### src/rtl/simon_decrypt_core_if.sv
// Request/result bundle for the Simon32/64 decrypt core: key and ciphertext in, plaintext out.
// Requester drives start/key/ct_in; the core answers with busy, a done pulse and pt_out.
interface simon_decrypt_core_if #(
    parameter int N = 16
);
    logic             start;
    logic [4*N-1:0]   key;
    logic [2*N-1:0]   ct_in;
    logic             busy;
    logic             done;
    logic [2*N-1:0]   pt_out;

    modport master (output start, key, ct_in, input  busy, done, pt_out);
    modport slave  (input  start, key, ct_in, output busy, done, pt_out);
endinterface

### src/rtl/simon_decrypt_core.sv
// Iterative Simon32/64 decryptor: 28-step key expansion then 32 inverse rounds, done 60 edges after start.
// No backpressure: start is sampled only in IDLE and ignored while busy; pt_out holds until the next done.
module simon_decrypt_core #(
    parameter int N      = 16,
    parameter int ROUNDS = 32
) (
    input  logic                  clk,
    input  logic                  reset,
    simon_decrypt_core_if.slave   bus
);
    typedef enum logic [1:0] {IDLE, KEYEXP, DEC} state_t;

    localparam logic [N-1:0] C          = {{(N-2){1'b1}}, 2'b00};
    localparam logic [31:0]  Z0         = 32'b11111010001001010110000111001101;
    localparam logic [4:0]   KEXP_LAST  = 5'(ROUNDS - 5);
    localparam logic [4:0]   ROUND_LAST = 5'(ROUNDS - 1);

    state_t         state_q;
    logic [4:0]     rc_q;
    logic [N-1:0]   w0_q, w1_q, w2_q, w3_q;
    logic [N-1:0]   l_q, r_q;
    logic           busy_q, done_q;
    logic [2*N-1:0] pt_q;

    logic [N-1:0]   tmp_fwd, tmp_bwd;
    logic [N-1:0]   k_next_d, k_prev_d;
    logic [N-1:0]   l_d, r_d;
    logic [4:0]     zb_idx;

    function automatic logic [N-1:0] rotl(input logic [N-1:0] x, input int s);
        return (x << s) | (x >> (N - s));
    endfunction

    function automatic logic [N-1:0] rotr(input logic [N-1:0] x, input int s);
        return (x >> s) | (x << (N - s));
    endfunction

    function automatic logic [N-1:0] f_fn(input logic [N-1:0] x);
        return (rotl(x, 1) & rotl(x, 8)) ^ rotl(x, 2);
    endfunction

    // z0 is stored MSB-first so sequence bit i lives at Z0[31-i].
    function automatic logic [N-1:0] zterm(input logic [4:0] idx);
        return {{(N-1){1'b0}}, Z0[5'd31 - idx]};
    endfunction

    always_comb begin
        tmp_fwd  = rotr(w3_q, 3) ^ w1_q;
        k_next_d = w0_q ^ C ^ zterm(rc_q) ^ tmp_fwd ^ rotr(tmp_fwd, 1);
        // Regenerate k[rc-4] from the window so the schedule can run backwards without storage.
        zb_idx   = rc_q - 5'd4;
        tmp_bwd  = rotr(w2_q, 3) ^ w0_q;
        k_prev_d = w3_q ^ C ^ zterm(zb_idx) ^ tmp_bwd ^ rotr(tmp_bwd, 1);
        l_d      = r_q;
        r_d      = l_q ^ f_fn(r_q) ^ w3_q;
    end

    always_ff @(posedge clk) begin
        if (reset) begin
            state_q <= IDLE;
            rc_q    <= '0;
            w0_q    <= '0;
            w1_q    <= '0;
            w2_q    <= '0;
            w3_q    <= '0;
            l_q     <= '0;
            r_q     <= '0;
            busy_q  <= 1'b0;
            done_q  <= 1'b0;
            pt_q    <= '0;
        end else begin
            case (state_q)
                IDLE: begin
                    done_q <= 1'b0;
                    if (bus.start) begin
                        w0_q    <= bus.key[N-1:0];
                        w1_q    <= bus.key[2*N-1:N];
                        w2_q    <= bus.key[3*N-1:2*N];
                        w3_q    <= bus.key[4*N-1:3*N];
                        l_q     <= bus.ct_in[2*N-1:N];
                        r_q     <= bus.ct_in[N-1:0];
                        rc_q    <= '0;
                        busy_q  <= 1'b1;
                        state_q <= KEYEXP;
                    end
                end
                KEYEXP: begin
                    w0_q <= w1_q;
                    w1_q <= w2_q;
                    w2_q <= w3_q;
                    w3_q <= k_next_d;
                    if (rc_q == KEXP_LAST) begin
                        rc_q    <= ROUND_LAST;
                        state_q <= DEC;
                    end else begin
                        rc_q <= rc_q + 5'd1;
                    end
                end
                DEC: begin
                    l_q  <= l_d;
                    r_q  <= r_d;
                    w0_q <= k_prev_d;
                    w1_q <= w0_q;
                    w2_q <= w1_q;
                    w3_q <= w2_q;
                    rc_q <= rc_q - 5'd1;
                    if (rc_q == 5'd0) begin
                        pt_q    <= {l_d, r_d};
                        done_q  <= 1'b1;
                        busy_q  <= 1'b0;
                        state_q <= IDLE;
                    end
                end
                default: state_q <= IDLE;
            endcase
        end
    end

    assign bus.busy   = busy_q;
    assign bus.done   = done_q;
    assign bus.pt_out = pt_q;
endmodule

### src/flat_wrapper.sv
// flat-port wrapper written by rule: the top's interface ports become plain ports
module simon_decrypt_core_flat 
#(
    parameter int N      = 16,
    parameter int ROUNDS = 32
)
  (clk, reset, bus_start, bus_key, bus_ct_in, bus_busy, bus_done, bus_pt_out);
  simon_decrypt_core_if #(.N(N)) bus_i ();
  input  logic clk;
  input  logic reset;
  input wire logic [$bits(bus_i.start)-1:0] bus_start;
  input wire logic [$bits(bus_i.key)-1:0] bus_key;
  input wire logic [$bits(bus_i.ct_in)-1:0] bus_ct_in;
  output wire logic [$bits(bus_i.busy)-1:0] bus_busy;
  output wire logic [$bits(bus_i.done)-1:0] bus_done;
  output wire logic [$bits(bus_i.pt_out)-1:0] bus_pt_out;
  assign bus_i.start = bus_start;
  assign bus_i.key = bus_key;
  assign bus_i.ct_in = bus_ct_in;
  assign bus_busy = bus_i.busy;
  assign bus_done = bus_i.done;
  assign bus_pt_out = bus_i.pt_out;
  simon_decrypt_core #(.N(N), .ROUNDS(ROUNDS)) u_core (.clk(clk), .reset(reset), .bus(bus_i));
endmodule
### config.mk
export PLATFORM = sky130hd
export DESIGN_NAME = simon_decrypt_core_flat
export DESIGN_NICKNAME = d
export VERILOG_FILES = /design/src/rtl/simon_decrypt_core_if.sv /design/src/rtl/simon_decrypt_core.sv /design/src/flat_wrapper.sv
export SDC_FILE = /design/constraint.sdc
export NUM_CORES = 1
export LEC_CHECK = 0
export ABC_AREA = 1
export CORE_MARGIN = 2
export CORE_UTILIZATION = 49
export DETAILED_ROUTE_END_ITERATION = 10
export GPL_TIMING_DRIVEN = 0
export PLACE_DENSITY = 0.76
export SKIP_LAST_GASP = 1
export SYNTH_ARGS = -nofsm -noshare
export SYNTH_HDL_FRONTEND = slang
export SYNTH_SLANG_ARGS = --single-unit
### constraint.sdc
create_clock -name clk -period 1.68 [get_ports clk]
set_input_delay 0.336 -clock clk [delete_from_list [all_inputs] [get_ports clk]]
set_output_delay 0.336 -clock clk [all_outputs]
set_load 0.1 [all_outputs]
# After elaboration in Yosys (flattened, before gate mapping)
# Memory sizes are Yosys's and may differ from the RTL's.
# Cells that the tools add are included.
totals:
  regBits: 137
  latchBits: 0
  ramBits: 0
  romBits: 64
  inputBits: 99
  out_inout_bits: 34
  word_cells: 83
  mem_count: 2
classes:
  n_addsub: 5
  n_mul: 0
  div: 0
  n_lt_le_gt_ge: 2
  n_eq_ne: 6
  shifts: 0
  muxes: 26
  bitwise: 21
  reduce_logical: 10
memory_table:
  columns: ["name", "depth", "word_bits", "read_ports", "rd_clocked_by_memory_dff", "write_ports", "line", "text"]
  rows:
  - ["(no name shown)", 32, 1, 1, 0, 0, "simon_decrypt_core.sv:44", "return {{(N-1){1'b0}}, Z0[5'd31 - idx]};"]
  - ["(no name shown)", 32, 1, 1, 0, 0, "simon_decrypt_core.sv:44", null]
op_table:
  columns: ["cell", "n"]
  rows:
  - ["case mux 16 bit (3 select lines)", 4]
  - ["bitwise XOR 16 bit", 9]
  - ["two-way mux 16 bit", 6]
  - ["case mux 16 bit (2 select lines)", 2]
  - ["OR 13 x 16 -> 16 bit", 2]
  - ["OR 15 x 16 -> 16 bit", 2]
  - ["bitwise XOR 16 x 1 -> 16 bit", 2]
  - ["inverter 14 bit", 2]
  - ["bitwise AND 16 bit", 1]
  - ["OR 16 x 1 -> 16 bit", 1]
  - ["OR 16 x 2 -> 16 bit", 1]
  - ["OR 16 x 8 -> 16 bit", 1]
  - ["case mux 5 bit (3 select lines)", 1]
  - ["< comparator 5 x 6 -> 1 bit (second input constant)", 2]
  - ["two-way mux 5 bit", 2]
  - ["subtractor 5 bit (first input constant)", 2]
  - ["AND reduction 2 bit", 4]
  - ["two-way mux 2 bit", 3]
  - ["case mux 2 bit (3 select lines)", 1]
  - ["AND reduction 3 bit", 2]
  - ["adder 5 x 1 -> 5 bit (second input constant)", 1]
  - ["== test 5 bit (second input constant)", 1]
  - ["logical NOT 5 bit", 1]
  - ["two-way mux 1 bit", 5]
  - ["other kinds (10)", 12]

# Logic depth before layout (Yosys ltp)
depth:
  ltp_word: 8
  ltp_mapped: 14
  ltp_nobuf: 13

# Worst setup path after synthesis
# Ideal clock, no wire load.
synth_path:
  path_kind: "register to register"
  startpoint: "reg u_core.rc_q[2]"
  endpoint: "reg u_core.pt_q[10] (netlist: u_core.bus.pt_out[10])"
  t_arrival_ns: 1.546
  required_time_ns: 1.624
  path_slack_ns: 0.077
  path_stages_with_launch: 10
  synth_period_minus_slack_ns: 1.603
  cell_sequence: "dfxtp_1 -> buf_2 -> inv_2 -> ha_1 -> nand3_2 -> nor2_2 -> clkbuf_1 -> o21ai_0 -> o21bai_1 -> inv_1"
synth_between:
  elab_chain_len: 2
synth_rtl:
  columns: ["element", "line", "text"]
  rows:
  - ["start, declared", "simon_decrypt_core.sv:19", "logic [4:0] rc_q;"]
  - ["start signal, assigned", "simon_decrypt_core.sv:96", "rc_q <= rc_q + 5'd1;"]
  - ["start signal, assigned", "simon_decrypt_core.sv:106", "rc_q <= rc_q - 5'd1;"]
  - ["logical NOT 5 bit", "simon_decrypt_core.sv:107", "if (rc_q == 5'd0) begin"]
  - ["AND reduction 2 bit (no source line)", null, null]
  - ["end signal, assigned", "simon_decrypt_core.sv:108", "pt_q <= {l_d, r_d};"]
  - ["end, declared", "simon_decrypt_core.sv:23", "logic [2*N-1:0] pt_q;"]
# Every way passes these cells.
# A chain may end at the register's enable or synchronous reset.

# Worst setup path after layout
layout_path:
  startpoint: "reg u_core.state_q[1]"
  endpoint: "reg u_core.r_q[15] (netlist: u_core.l_d[15])"
layout_between:
  elab_chain_len: 3
  elab_cells_between_ends: 6
  classes_between: "2 x eq/ne; 1 x mux; 3 x reduce/logical"
layout_rtl:
  columns: ["element", "line", "text"]
  rows:
  - ["start, declared", "simon_decrypt_core.sv:18", "state_t state_q;"]
  - ["start signal, assigned", "simon_decrypt_core.sv:60", "state_q <= IDLE;"]
  - ["start signal, assigned", "simon_decrypt_core.sv:84", "state_q <= KEYEXP;"]
  - ["start signal, assigned", "simon_decrypt_core.sv:94", "state_q <= DEC;"]
  - ["== test 2 bit / logical NOT 2 bit (equally long branches)", "simon_decrypt_core.sv:72", "case (state_q)"]
  - ["nonzero test 2 bit (no source line) / inequality test 2 bit (equally long branches)", null, null]
  - ["AND reduction 2 bit (no source line)", null, null]
  - ["end signal, assigned", "simon_decrypt_core.sv:81", "r_q <= bus.ct_in[N-1:0];"]
  - ["end signal, assigned", "simon_decrypt_core.sv:101", "r_q <= r_d;"]
  - ["end, declared", "simon_decrypt_core.sv:21", "logic [N-1:0] l_q, r_q;"]
# Parallel ways exist; a longest one is shown, timed or not.

==> metrics.cfg <==
[synthesis]
synth_common_cells = 336 x nand2_1, 159 x o21ai_0, 150 x a21oi_1, 137 x dfxtp_1, 124 x inv_1
netlist.area_leader.share_pct = 32.6
netlist_instances = 1314
ys.warnings.count = 0
synth_edf_count = 0
synth_area_leaders = dfxtp_1 33%, nand2_1 15%, o21ai_0 9.5%
synth_fp_nets = 1425
synthXorXnorAreaFrac_pct = 5.73
synthMuxAreaShare_pct = 0
ys_ff_latch = 137
yosysMostFrequentCell = nand2_1
synth.distinct_cells = 32
syn-cell-area_um2 = 8400
syn_avg_cell_area_um2 = 6.40
synth_fa_ha_area_share_pct = 1.79
synth-simple-area-share_pct = 24.6
synth_area_leader_cell = dfxtp_1
synth_top_family_by_area = compound AO/OA/AOI/OAI gates
ys.flop_type = dfxtp_1
synth_compound_area_share_pct = 25.5
async_reset_ff_share_pct = 0
ys_seq_area_share_pct = 32.6

[worst_setup_path]
cp_max_fo = 8
path_class = flop to flop
startpoint_type = flop
worstSetupEndpointType = flop
cp.required_ns = 2.05
crit_arrival_ns = 2.11

[detailed_routing]
wl_um = 34600
route.antenna.remaining_nets = 0
vias = 10000
vias_per_cell = 5.85
drcViolationCount = 0
first_pass_iters = 8
drt_iter0_markers = 1373
routedWlPerCell_um = 20.2

[clock_network]
clockBufferDepth = 2
numCtsBuffers = 17
clock_sinks = 137
hold_buffers = 0
root_buffer = clkbuf_16
path_clk_slew_ns = 0.07
cts_tree = done
htreeDepth = 4
worstSkewPairLatency_ns = 0.45

[finish]
final-seq-area_um2 = 2780
syn_to_final_growth_pct = 32.0
multi_input_area_um2 = 4970
drive_gt1_share_pct = 13.4
post-route-cell-area_um2 = 11100
antenna_cells = 0
fillers = 1545
num-nets-final = 1593

[timing]
maxSlewViolCount = 0
slew_headroom_pct = 52.3
setup_slack_ns = -0.0598
clock_skew_ns = 0.0112
setup_violations = 19
worst_pin_slew_ns = 0.715
hold_slack_ns = 0.475
fin_setup_tns_ns = -0.320
fin_crit_ns = 1.74
fmax_ghz = 0.575
rsz0062_at_grt = yes
timing.final.crit_share_pct = 104
final_hold_viol_count = 0

[floorplan]
core_area_um2 = 16700
std_cell_rows = 47
io_pins = 133
die_w_um = 135
die_y_um = 135
die_area_um2 = 18200
start_util_pct = 50.3

[power_and_ir_drop]
vdd_ir_drop_max_mv = 2.06
power.leakage_nw = 4.76
powerDensity_nw_per_um2 = 2340
power_mw = 26.0

[job]
cap_violations = 0

[global_routing]
grt_pass1_vias = 9190
gr-usage-all-layers_pct = 37.2
antenna_found_initial = 0
grt_pass1_wl_um = 51300
grt_max_degree = 17
gr-total-overflow = 0

[placed_design]
placed_area_um2 = 10000
gp_congestion = 0.980
pre_cts_ws_ns = -0.523
port_buffers = 132
dp_hpwl_um = 24400

[run_status]
status = complete, but fails checks
violations = negative setup slack

[worst_hold_path]
holdCritPathClass = primary input to flop

-- metal layers --
metal | track usage, % | part of all wire, %
met1 | 51.8 | 41
met2 | 55.5 | 43
met3 | 8.11 | 12
met4 | 16.2 | 4.1
met5 | 0 | 0
-- critical path: stages (launching register included) --
cell,delay (ns)
dfxtp_4,0.37
inv_4,0.07
ha_4,0.14
inv_4,0.05
buf_12,0.12
a21oi_4,0.13
buf_6,0.13
buf_12,0.10
nand2_8,0.07
inv_8,0.11
buf_8,0.12
nand2_1,0.07
a31oi_1,0.17
-- worst paths after layout --
kind,start,end,slack (ns),depth (start not counted)
worst min-delay path,bus_ct_in[5],u_core.l_d[5],0.47,3
worst max-delay path,u_core.state_q[1],u_core.l_d[15],-0.06,12
worst max register to register,u_core.state_q[1],u_core.l_d[15],-0.06,12
worst min register to register,u_core.l_q[14],u_core.l_q[14],0.49,2
-- report_power, final --
group / total, mW / switching (mW) / internal, mW
clock: 3.74 / 1.77 / 1.97
sequential: 6.19 / 1.62 / 4.57
combinational: 16.0 / 10.9 / 5.15
total: 26.0 / 14.3 / 11.7
-- state kept, by name, summed over array words and instances (netlist names) --
register,cells
u_core.bus.busy,1
u_core.bus.done,1
u_core.bus.pt_out,32
u_core.l_d,16
u_core.l_q,16
u_core.rc_q,5
u_core.state_q,2
u_core.w0_q,16
u_core.w1_q,16
u_core.w2_q,16
u_core.w3_q,16
-- cell type report --
| class | count | share of cell area [%] |
|---|---|---|
| inverter | 134 | 4.92 |
| clock inverter | 15 | 1.33 |
| multi-input combinational | 972 | 44.8 |
| tap | 220 | 2.48 |
| sequential | 137 | 25.0 |
| timing repair buffer | 152 | 12.8 |
| buffer | 68 | 4.83 |
| clock buffer | 17 | 3.83 |
-- stage by stage --
step           cells  util [%]
6_report        1715      66.4
5_1_grt         1715      66.4
4_1_cts         1705      65.7
3_5_place_dp    1666      59.9
3_3_place_gp    1666      59.9
2_1_floorplan   1314         -
-- cell families (layout without fill, tap and decap cells) --
kind of cell,after synthesis,count (layout)
and+or+nand+nor,520,520
AOI/OAI and AO/OA,385,385
buffers and inverters,205,386
DFF,137,137
xor gates and xnor gates,55,55
adders and majority gates,12,12
-- cell usage in the layout, fill, tap and decap left out, drive strengths merged, types with 30 or more instances in the layout --
cell and instances:
nor2 115, nand3 57, a21oi 151, xor2 36, o221ai 30, clkbuf 52
o21ai 160, inv 142, dfxtp 137, nand2 337, clkdlybuf4s50 98, buf 73
-- timing repair --
item / CTS / global route
endpoints found under the setup margin: 171 / 159
gates resized for setup: 221 / 121
setup buffers: 8 / 11
pin swaps: 4 / 13
cloned: 1 / 0
Power figures use the tool's default switching activity.
